**src/rtl/ps2_host_tx.sv**
```systemverilog
// -----------------------------------------------------------------------------
// ps2_host_tx
// PS/2 host-to-device transmitter. It sends one command byte (for example 0xED
// set-LEDs or 0xFF reset) to the keyboard over the shared open-drain ps2c/ps2d
// lines. This block can only pull a line low, through its *_oe_o enables. The
// pad releases the line when the enable is 0. While a frame is in progress,
// tx_idle_o is low so the keyboard receive path can ignore the bus traffic.
//
// Ports
//   clk_i           system clock
//   rst_i           synchronous reset, active-high
//   wr_ps2_i        1-cycle strobe that starts a transmission (accepted only in IDLE)
//   din_i[7:0]      command byte, sampled when the strobe is accepted
//   ps2c_i          PS/2 clock line as read back from the pad
//   ps2d_i          PS/2 data line as read back from the pad
//   ps2c_oe_o       1 = pull ps2c low (registered)
//   ps2d_oe_o       1 = pull ps2d low (registered)
//   tx_idle_o       1 = FSM in IDLE (registered)
//   tx_done_tick_o  1-cycle pulse: frame ended with a valid device ACK
//   err_tick_o      1-cycle pulse: frame aborted (no ACK or timeout)
// -----------------------------------------------------------------------------
module ps2_host_tx #(
    parameter int INHIBIT_CYCLES = 5000,
    parameter int FILTER_LEN     = 8,
    parameter int TIMEOUT_CYCLES = 1_000_000
) (
    input  logic       clk_i,
    input  logic       rst_i,
    input  logic       wr_ps2_i,
    input  logic [7:0] din_i,
    input  logic       ps2c_i,
    input  logic       ps2d_i,
    output logic       ps2c_oe_o,
    output logic       ps2d_oe_o,
    output logic       tx_idle_o,
    output logic       tx_done_tick_o,
    output logic       err_tick_o
);

    // One counter serves as the inhibit timer in RTS and as the
    // device-clock timeout in DATA/ACK/WREL, so size it for the larger use.
    localparam int CNT_MAX = (INHIBIT_CYCLES > TIMEOUT_CYCLES) ? INHIBIT_CYCLES : TIMEOUT_CYCLES;
    localparam int CNT_W   = $clog2(CNT_MAX + 1);
    localparam logic [CNT_W-1:0] INHIBIT_LAST  = CNT_W'(INHIBIT_CYCLES - 1);
    localparam logic [CNT_W-1:0] TIMEOUT_LIMIT = CNT_W'(TIMEOUT_CYCLES);

    typedef enum logic [2:0] {
        IDLE,
        RTS,
        REQ,
        DATA,
        ACK,
        WREL
    } state_e;

    state_e                  state_q,     state_d;
    logic [FILTER_LEN-1:0]   filt_sr_q,   filt_sr_d;
    logic                    filt_q,      filt_d;
    logic                    filt_prev_q, filt_prev_d;
    logic [8:0]              frame_q,     frame_d;
    logic [3:0]              bit_cnt_q,   bit_cnt_d;
    logic [CNT_W-1:0]        cnt_q,       cnt_d;
    logic                    ack_ok_q,    ack_ok_d;
    logic                    ps2c_oe_q,   ps2c_oe_d;
    logic                    ps2d_oe_q,   ps2d_oe_d;
    logic                    tx_idle_q,   tx_idle_d;
    logic                    done_tick_q, done_tick_d;
    logic                    err_tick_q,  err_tick_d;
    logic                    fall;

    // -------------------------------------------------------------------------
    // ps2c glitch filter. The filtered clock changes only after FILTER_LEN
    // identical samples, so short spikes cannot produce a false fall.
    // -------------------------------------------------------------------------
    always_comb begin
        filt_sr_d   = {filt_sr_q[FILTER_LEN-2:0], ps2c_i};
        filt_prev_d = filt_q;
        filt_d      = filt_q;
        if (&filt_sr_q) begin
            filt_d = 1'b1;
        end else if (~|filt_sr_q) begin
            filt_d = 1'b0;
        end
    end

    assign fall = filt_prev_q & ~filt_q;

    // -------------------------------------------------------------------------
    // Next-state logic. The registered outputs are derived from state_d, so
    // each output flop lines up with the state it belongs to.
    // -------------------------------------------------------------------------
    always_comb begin
        // NOTE: every signal gets a default before the case; otherwise any path that skips an assignment infers a latch.
        state_d     = state_q;
        frame_d     = frame_q;
        bit_cnt_d   = bit_cnt_q;
        cnt_d       = cnt_q;
        ack_ok_d    = ack_ok_q;
        ps2d_oe_d   = ps2d_oe_q;
        done_tick_d = 1'b0;
        err_tick_d  = 1'b0;

        case (state_q)
            IDLE: begin
                ps2d_oe_d = 1'b0;
                if (wr_ps2_i) begin
                    frame_d = {~^din_i, din_i};
                    cnt_d   = '0;
                    state_d = RTS;
                end
            end

            RTS: begin
                if (cnt_q == INHIBIT_LAST) begin
                    ps2d_oe_d = 1'b1;
                    state_d   = REQ;
                end else begin
                    cnt_d = cnt_q + 1'b1;
                end
            end

            // ps2c is released when the FSM leaves REQ. ps2d stays low as the start bit.
            REQ: begin
                cnt_d     = '0;
                bit_cnt_d = '0;
                state_d   = DATA;
            end

            DATA: begin
                if (fall) begin
                    cnt_d = '0;
                    if (bit_cnt_q == 4'd9) begin
                        ps2d_oe_d = 1'b0;          // stop bit: release data
                        state_d   = ACK;
                    end else begin
                        ps2d_oe_d = ~frame_q[0];
                        frame_d   = {1'b0, frame_q[8:1]};
                        bit_cnt_d = bit_cnt_q + 4'd1;
                    end
                end else if (cnt_q == TIMEOUT_LIMIT) begin
                    ps2d_oe_d  = 1'b0;
                    err_tick_d = 1'b1;
                    state_d    = IDLE;
                end else begin
                    cnt_d = cnt_q + 1'b1;
                end
            end

            ACK: begin
                if (fall) begin
                    cnt_d    = '0;
                    ack_ok_d = ~ps2d_i;
                    state_d  = WREL;
                end else if (cnt_q == TIMEOUT_LIMIT) begin
                    err_tick_d = 1'b1;
                    state_d    = IDLE;
                end else begin
                    cnt_d = cnt_q + 1'b1;
                end
            end

            // Wait for the device to release both lines before ending the frame.
            WREL: begin
                if (filt_q && ps2d_i) begin
                    done_tick_d = ack_ok_q;
                    err_tick_d  = ~ack_ok_q;
                    state_d     = IDLE;
                end else if (fall) begin
                    cnt_d = '0;
                end else if (cnt_q == TIMEOUT_LIMIT) begin
                    err_tick_d = 1'b1;
                    state_d    = IDLE;
                end else begin
                    cnt_d = cnt_q + 1'b1;
                end
            end

            default: begin
                ps2d_oe_d = 1'b0;
                state_d   = IDLE;
            end
        endcase

        ps2c_oe_d = (state_d == RTS) || (state_d == REQ);
        tx_idle_d = (state_d == IDLE);
    end

    // -------------------------------------------------------------------------
    // Registers
    // -------------------------------------------------------------------------
    always_ff @(posedge clk_i) begin
        // NOTE: sequential state uses non-blocking assignments so that every flop samples its pre-edge inputs.
        if (rst_i) begin
            state_q     <= IDLE;
            filt_sr_q   <= '1;
            filt_q      <= 1'b1;
            filt_prev_q <= 1'b1;
            frame_q     <= '0;
            bit_cnt_q   <= '0;
            cnt_q       <= '0;
            ack_ok_q    <= 1'b0;
            ps2c_oe_q   <= 1'b0;
            ps2d_oe_q   <= 1'b0;
            tx_idle_q   <= 1'b1;
            done_tick_q <= 1'b0;
            err_tick_q  <= 1'b0;
        end else begin
            state_q     <= state_d;
            filt_sr_q   <= filt_sr_d;
            filt_q      <= filt_d;
            filt_prev_q <= filt_prev_d;
            frame_q     <= frame_d;
            bit_cnt_q   <= bit_cnt_d;
            cnt_q       <= cnt_d;
            ack_ok_q    <= ack_ok_d;
            ps2c_oe_q   <= ps2c_oe_d;
            ps2d_oe_q   <= ps2d_oe_d;
            tx_idle_q   <= tx_idle_d;
            done_tick_q <= done_tick_d;
            err_tick_q  <= err_tick_d;
        end
    end

    assign ps2c_oe_o      = ps2c_oe_q;
    assign ps2d_oe_o      = ps2d_oe_q;
    assign tx_idle_o      = tx_idle_q;
    assign tx_done_tick_o = done_tick_q;
    assign err_tick_o     = err_tick_q;

endmodule
```
**config.mk**
```make
export PLATFORM = sky130hd
export DESIGN_NAME = ps2_host_tx
export DESIGN_NICKNAME = d
export VERILOG_FILES = /design/src/rtl/ps2_host_tx.sv
export SDC_FILE = /design/constraint.sdc
export NUM_CORES = 1
export LEC_CHECK = 0
export ABC_AREA = 1
export BUFFER_PORTS_ARGS = -buffer_cell sky130_fd_sc_hd__buf_2
export CORE_UTILIZATION = 40
export CTS_CLUSTER_DIAMETER = 80
export CTS_CLUSTER_SIZE = 12
export DETAILED_ROUTE_END_ITERATION = 7
export HOLD_SLACK_MARGIN = 0.15
export PLACE_DENSITY_LB_ADDON = 0.1
export SETUP_SLACK_MARGIN = 0.5
export SLEW_MARGIN = 40
export SYNTH_ARGS = -nofsm -noshare
export SYNTH_HDL_FRONTEND = slang
export SYNTH_SLANG_ARGS = --single-unit
```
**constraint.sdc**
```tcl
create_clock -name clk_i -period 5 [get_ports clk_i]
set_input_delay 0.25 -clock clk_i [delete_from_list [all_inputs] [get_ports clk_i]]
set_output_delay 0.25 -clock clk_i [all_outputs]
set_load 0.02 [all_outputs]
```
## Yosys cells after proc, flatten, opt, wreduce, memory -nomap -nowiden

Cells that the tools add are included.

- Eq/ne operators: 17
- Divide/modulo/power cells: 0
- $mul: 0
- Add/subtract/negate cells: 2
- Reduce and logical (&&, ||, !) cells: 19
- Shift operators: 0
- Multiplexer cells: 31
- Bitwise logic cells: 8
- $lt $le $gt $ge: 0

Operator list:

| kind | count |
|---|---|
| $mux W20 | 5 |
| $pmux W20 S5 | 1 |
| $mux W9 | 3 |
| $mux W3 | 8 |
| $add A20 B1 Y20 const B | 1 |
| $eq A20 B13 Y1 const B | 1 |
| $eq A20 B20 Y1 const B | 1 |
| $pmux W3 S6 | 1 |
| $pmux W9 S2 | 1 |
| $ne A2 B2 Y1 const B | 6 |
| $eq A3 B2 Y1 const B | 3 |
| $mux W4 | 2 |
| $pmux W4 S2 | 1 |
| $reduce_and A4 Y1 | 2 |
| $reduce_and A8 Y1 | 1 |
| $reduce_or A8 Y1 | 1 |
| $reduce_xnor A8 Y1 | 1 |
| $mux W1 | 7 |
| $not A1 Y1 | 7 |
| $eq A3 B1 Y1 const B | 2 |
| $eq A3 B3 Y1 const B | 2 |
| $logic_not A3 Y1 | 2 |
| $reduce_and A3 Y1 | 2 |
| $reduce_or A3 Y1 | 2 |
| other kinds (12) | 14 |

- Memories: 0
- Bits of input ports: 13
- RAM bits: 0
- Register bits after elaboration: 52
- Bits in read-only memories: 0
- Output and inout port bits: 5
- Bits in latches: 0

## Depth between registers and ports, before layout

- Depth after elaboration: 7
- Depth in mapped cells: 13
- Mapped depth without buffers: 12

## Least setup slack after synthesis

Ideal clock, no wire load.

- Path type: register to register
- From: reg cnt_q[0]
- To: reg cnt_q[16]
- Cell stages (with the launch flop): 12
- Data arrival time: 1.534 ns
- Buffers on the path: 1
- Required time: 4.883 ns
- Period minus slack after synthesis: 1.651 ns
- Slack: 3.349 ns
- Cells stage by stage: dfxtp_1 ha_1 nand2_1 inv_1 nand2_1 nor2_1 nand3_1 o21bai_1 nor2_1 buf_2 o21ai_0 nor2_1

- Word-level cells in the longest chain between the ends: 5

Ends and longest elaborated chain:

| what | line | source |
|---|---|---|
| start: declaration | 62 | `logic [CNT_W-1:0] cnt_q, cnt_d;` |
| start signal: assignment | 214 | `cnt_q <= cnt_d;` |
| $add A20 B1 Y20 / $eq A20 B20 Y1 (equally long branches) | - |  |
| $mux W20 | 140, 154, 170 |  |
| $mux W20 | 168 | `end else if (fall) begin` |
| $mux W20 | 164 | `if (filt_q && ps2d_i) begin` |
| $pmux W20 S5 | 103 | `case (state_q)` |

Several ways; a longest one is shown, not always the timed one. The select of a mux whose other input is x is not followed.
A chain may end at the register's enable or synchronous reset.

## Final worst setup path

- From: reg state_q[2]
- To: reg cnt_q[0]

- Word-level cells in the longest chain between the ends: 4

Ends and longest elaborated chain:

| what | line | source |
|---|---|---|
| start: declaration | 56 | `state_e state_q, state_d;` |
| start signal: assignment | 208 | `state_q <= state_d;` |
| $eq A3 B3 Y1 / $eq A3 B2 Y1 (equally long branches) | 103 |  |
| $reduce_or A2 Y1 (no line) | - |  |
| $reduce_bool A5 Y1 (no line) | - |  |
| $reduce_and A4 Y1 (no line) | - |  |

Several ways; a longest one is shown, not always the timed one.

==> flow_summary.toml <==
[worst_setup_path]
arrival_ps = 2700
max_stage_delay_ps = 450
crit_path_start_kind = "flop"
slowest_stage = "dfxtp_1"
path_class = "flop to flop"
r2r_start = "state_q[2]$_SDFF_PP0_"
crit_path_frequent_cell = "inv_2"
worstPathMaxFanout = 20
startpoint = "state_q[2]$_SDFF_PP0_"
end_kind = "flop"
crit_required_ps = 5190
cp_cell_sequence = "inv_2 -> nand3_2 -> inv_2 -> nor2_4 -> inv_2 -> nand4_1 -> nand2_1 -> o21ai_1 -> a21oi_1"

[final_layout]
layout.nets = 521
drive_above_1_share = 0.0833
area_growth_pct = 7.31
final_cells = 603
num_antenna_cells = 0
num-fill-cells = 798

[synth]
yosys_warnings = 0
synth_fp_nets = 511
syn_area_per_cell_sq_um = 6.34
synthArstFlopShare = 0
synthDistinctLibCells = 38
synth_flop_cell = "dfxtp_1"
netlist_area_sq_mm = 0.00313
seq_area_frac_synth = 0.333
synth_edf_count = 0
syn-instance-count = 494
synth-seq-cells = 52

[pwr]
p_leak_nw = 1.38
power_density_mw_per_mm2 = 223
p_total_mw = 0.749
ir_drop_v = 0.000126

[clocking]
cts_buffers = 5
cts_buffer_depth = 2
cts-root-buf = "clkbuf_8"
htree_levels = 2
insertion_delay_ps = 300
clock_sinks = 52
post_cts_resized = 0
clkTransAtPathRegs_ps = 90
cts_tree = "built"
cts_setup_buffers = 0
postCtsHoldBufs = 1

[grt]
grt_util_all_layers = 0.202
grt_max_degree = 29
grt_pass1_wl_microns = 13700
grt_overflow = 0
grt_pass1_vias = 2950
antenna_found_initial = 0

[sta]
timing.hold.ws_ps = 172
fin_crit_sh = 0.503
rsz0062_at_grt = "false"
hold_viol_final = 0
min_period_ps = 2510
worstMarginPinSlew_ps = 711
worst_slack_ps = 2490
slew_headroom = 0.523
max_freq_mhz = 398
setup_violations = 0
setup-tns-final_ps = 0
clock-skew-final_ps = 7.40
maxSlewViolCount = 0

[drt]
vias = 3118
wl_microns = 7810
drt-initial-drc-count = 181
drc_errors = 0
wire_per_inst_microns = 13.0
routed_via_density = 5.17
first_pass_iters = 4
drtAntennaViolNets = 0

[floorplan]
num_rows = 31
core-area_sq_mm = 0.00741
start_util = 0.423
ios = 18
dieArea_sq_mm = 0.00818
die_h_microns = 90.5
die_w_microns = 90.5

[place]
place_congestion = 0.869
dp_cells = 595
port_buffers = 17
place_ws_ps = 2510
post-dp-hpwl_microns = 5780

[status]
status = "finished, final reports clean"

[flow_run]
maxCapViolations = 0

[hold_path]
holdCritStartpoint = "ps2d_i"
hp-class = "input pin to flop"
-- cell usage after synthesis, types with 2 or more instances --
cell type  instances  area share
or2_2              2      0.0040
xor2_1             7       0.020
xnor2_1            5       0.014
inv_1             51       0.061
nor2_1            55       0.066
nand2_1          138        0.17
nor2_2             3      0.0060
clkbuf_1          10       0.012
nor3_1            10       0.016
a21oi_1           24       0.038
o21bai_1           2      0.0048
nand4_1           15       0.030
nor2_4             2      0.0072
inv_2              5      0.0060
dfxtp_1           52        0.33
a31oi_1            9       0.018
buf_4              3      0.0072
o21ai_1            2      0.0032
nand3_1           42       0.067
nor4_1             4      0.0080
ha_1               4       0.016
o21ai_0           31       0.050
buf_2              3      0.0048
-- report_power, final --
| part | internal, mW | leakage [nW] | switching (mW) |
|---|---|---|---|
| clock network | 0.0957 | 0.0410 | 0.135 |
| registers | 0.427 | 0.423 | 0.00895 |
| logic | 0.0291 | 0.915 | 0.0541 |
-- sequential cells by signal (all words and copies together) (netlist names), 3 cells and up --
register   flops
bit_cnt_q      4
frame_q        9
filt_sr_q      8
cnt_q         20
state_q        3
-- worst max-delay path, delay by kind of cell (launching register included) --
| family | cells | cell delay [ps] |
|---|---|---|
| AO/OA/AOI/OAI | 2 | 400 |
| buffers and inverters | 3 | 410 |
| flip-flops | 1 | 450 |
| AND/OR/NAND/NOR | 4 | 1130 |
-- per-stage QoR --
step                      cell area [sq um]  utilization
final                                  3360        0.453
after global routing                   3360        0.453
after CTS                              3360        0.453
after detailed placement               3270        0.442
after global placement                 3270        0.442
after floorplan                        3130            -
-- layout by cell type (no fill, tap or decap), types with 2 or more instances in the layout --
| cell type | instances |
|---|---|
| a21oi_1 | 24 |
| dfxtp_1 | 52 |
| nor2_2 | 3 |
| o21ai_0 | 31 |
| xor2_1 | 7 |
| o21bai_1 | 2 |
| or2_2 | 2 |
| nor2_4 | 2 |
| inv_1 | 50 |
| nor2_1 | 55 |
| nor3_1 | 10 |
| nor4_1 | 4 |
| clkbuf_8 | 5 |
| buf_2 | 17 |
| nand2_1 | 138 |
| nand3_1 | 42 |
| o21ai_1 | 2 |
| inv_2 | 5 |
| ha_1 | 4 |
| a31oi_1 | 9 |
| xnor2_1 | 5 |
| nand4_1 | 15 |
-- routing by layer --
metal | track usage | vias up | share of wire
li1 | - | 1636 | -
met1 | 0.272 | 1436 | 0.50
met2 | 0.339 | 40 | 0.46
met3 | 0.0261 | 6 | 0.030
met4 | 0.0497 | 0 | 0.0084
met5 | 0 | - | 0
-- final timing paths --
check | to | slack [ps] | depth (start not counted)
max | cnt_q[0]$_SDFFE_PP0P_ | 2490 | 9
min | ack_ok_q$_SDFFE_PP0P_ | 170 | 2
max reg2reg | cnt_q[0]$_SDFFE_PP0P_ | 2490 | 9
min reg2reg | filt_sr_q[3]$_SDFF_PP1_ | 450 | 2
-- final cells by class --
class | count | area, sq um | area share
multi-input cells | 370 | 1800 | 0.537
flip-flops and latches | 52 | 1040 | 0.310
inverters | 56 | 210 | 0.0626
well taps | 99 | 124 | 0.0369
repair buffers | 19 | 103 | 0.0305
clock buffers | 6 | 72.6 | 0.0216
clock inverters | 1 | 5.00 | 0.00149
-- logic make-up (layout without fill, tap and decap cells) --
| logic type | Yosys count | in the layout | synth area share |
|---|---|---|---|
| AOI/OAI and AO/OA | 77 | 77 | 0.139 |
| DFF | 52 | 52 | 0.333 |
| adders and majority gates | 4 | 4 | 0.0160 |
| buffers and inverters | 72 | 82 | 0.0911 |
| and+or+nand+nor | 277 | 277 | 0.387 |
| xor gates and xnor gates | 12 | 12 | 0.0336 |
Note: power is estimated with default switching activity, not from simulation.
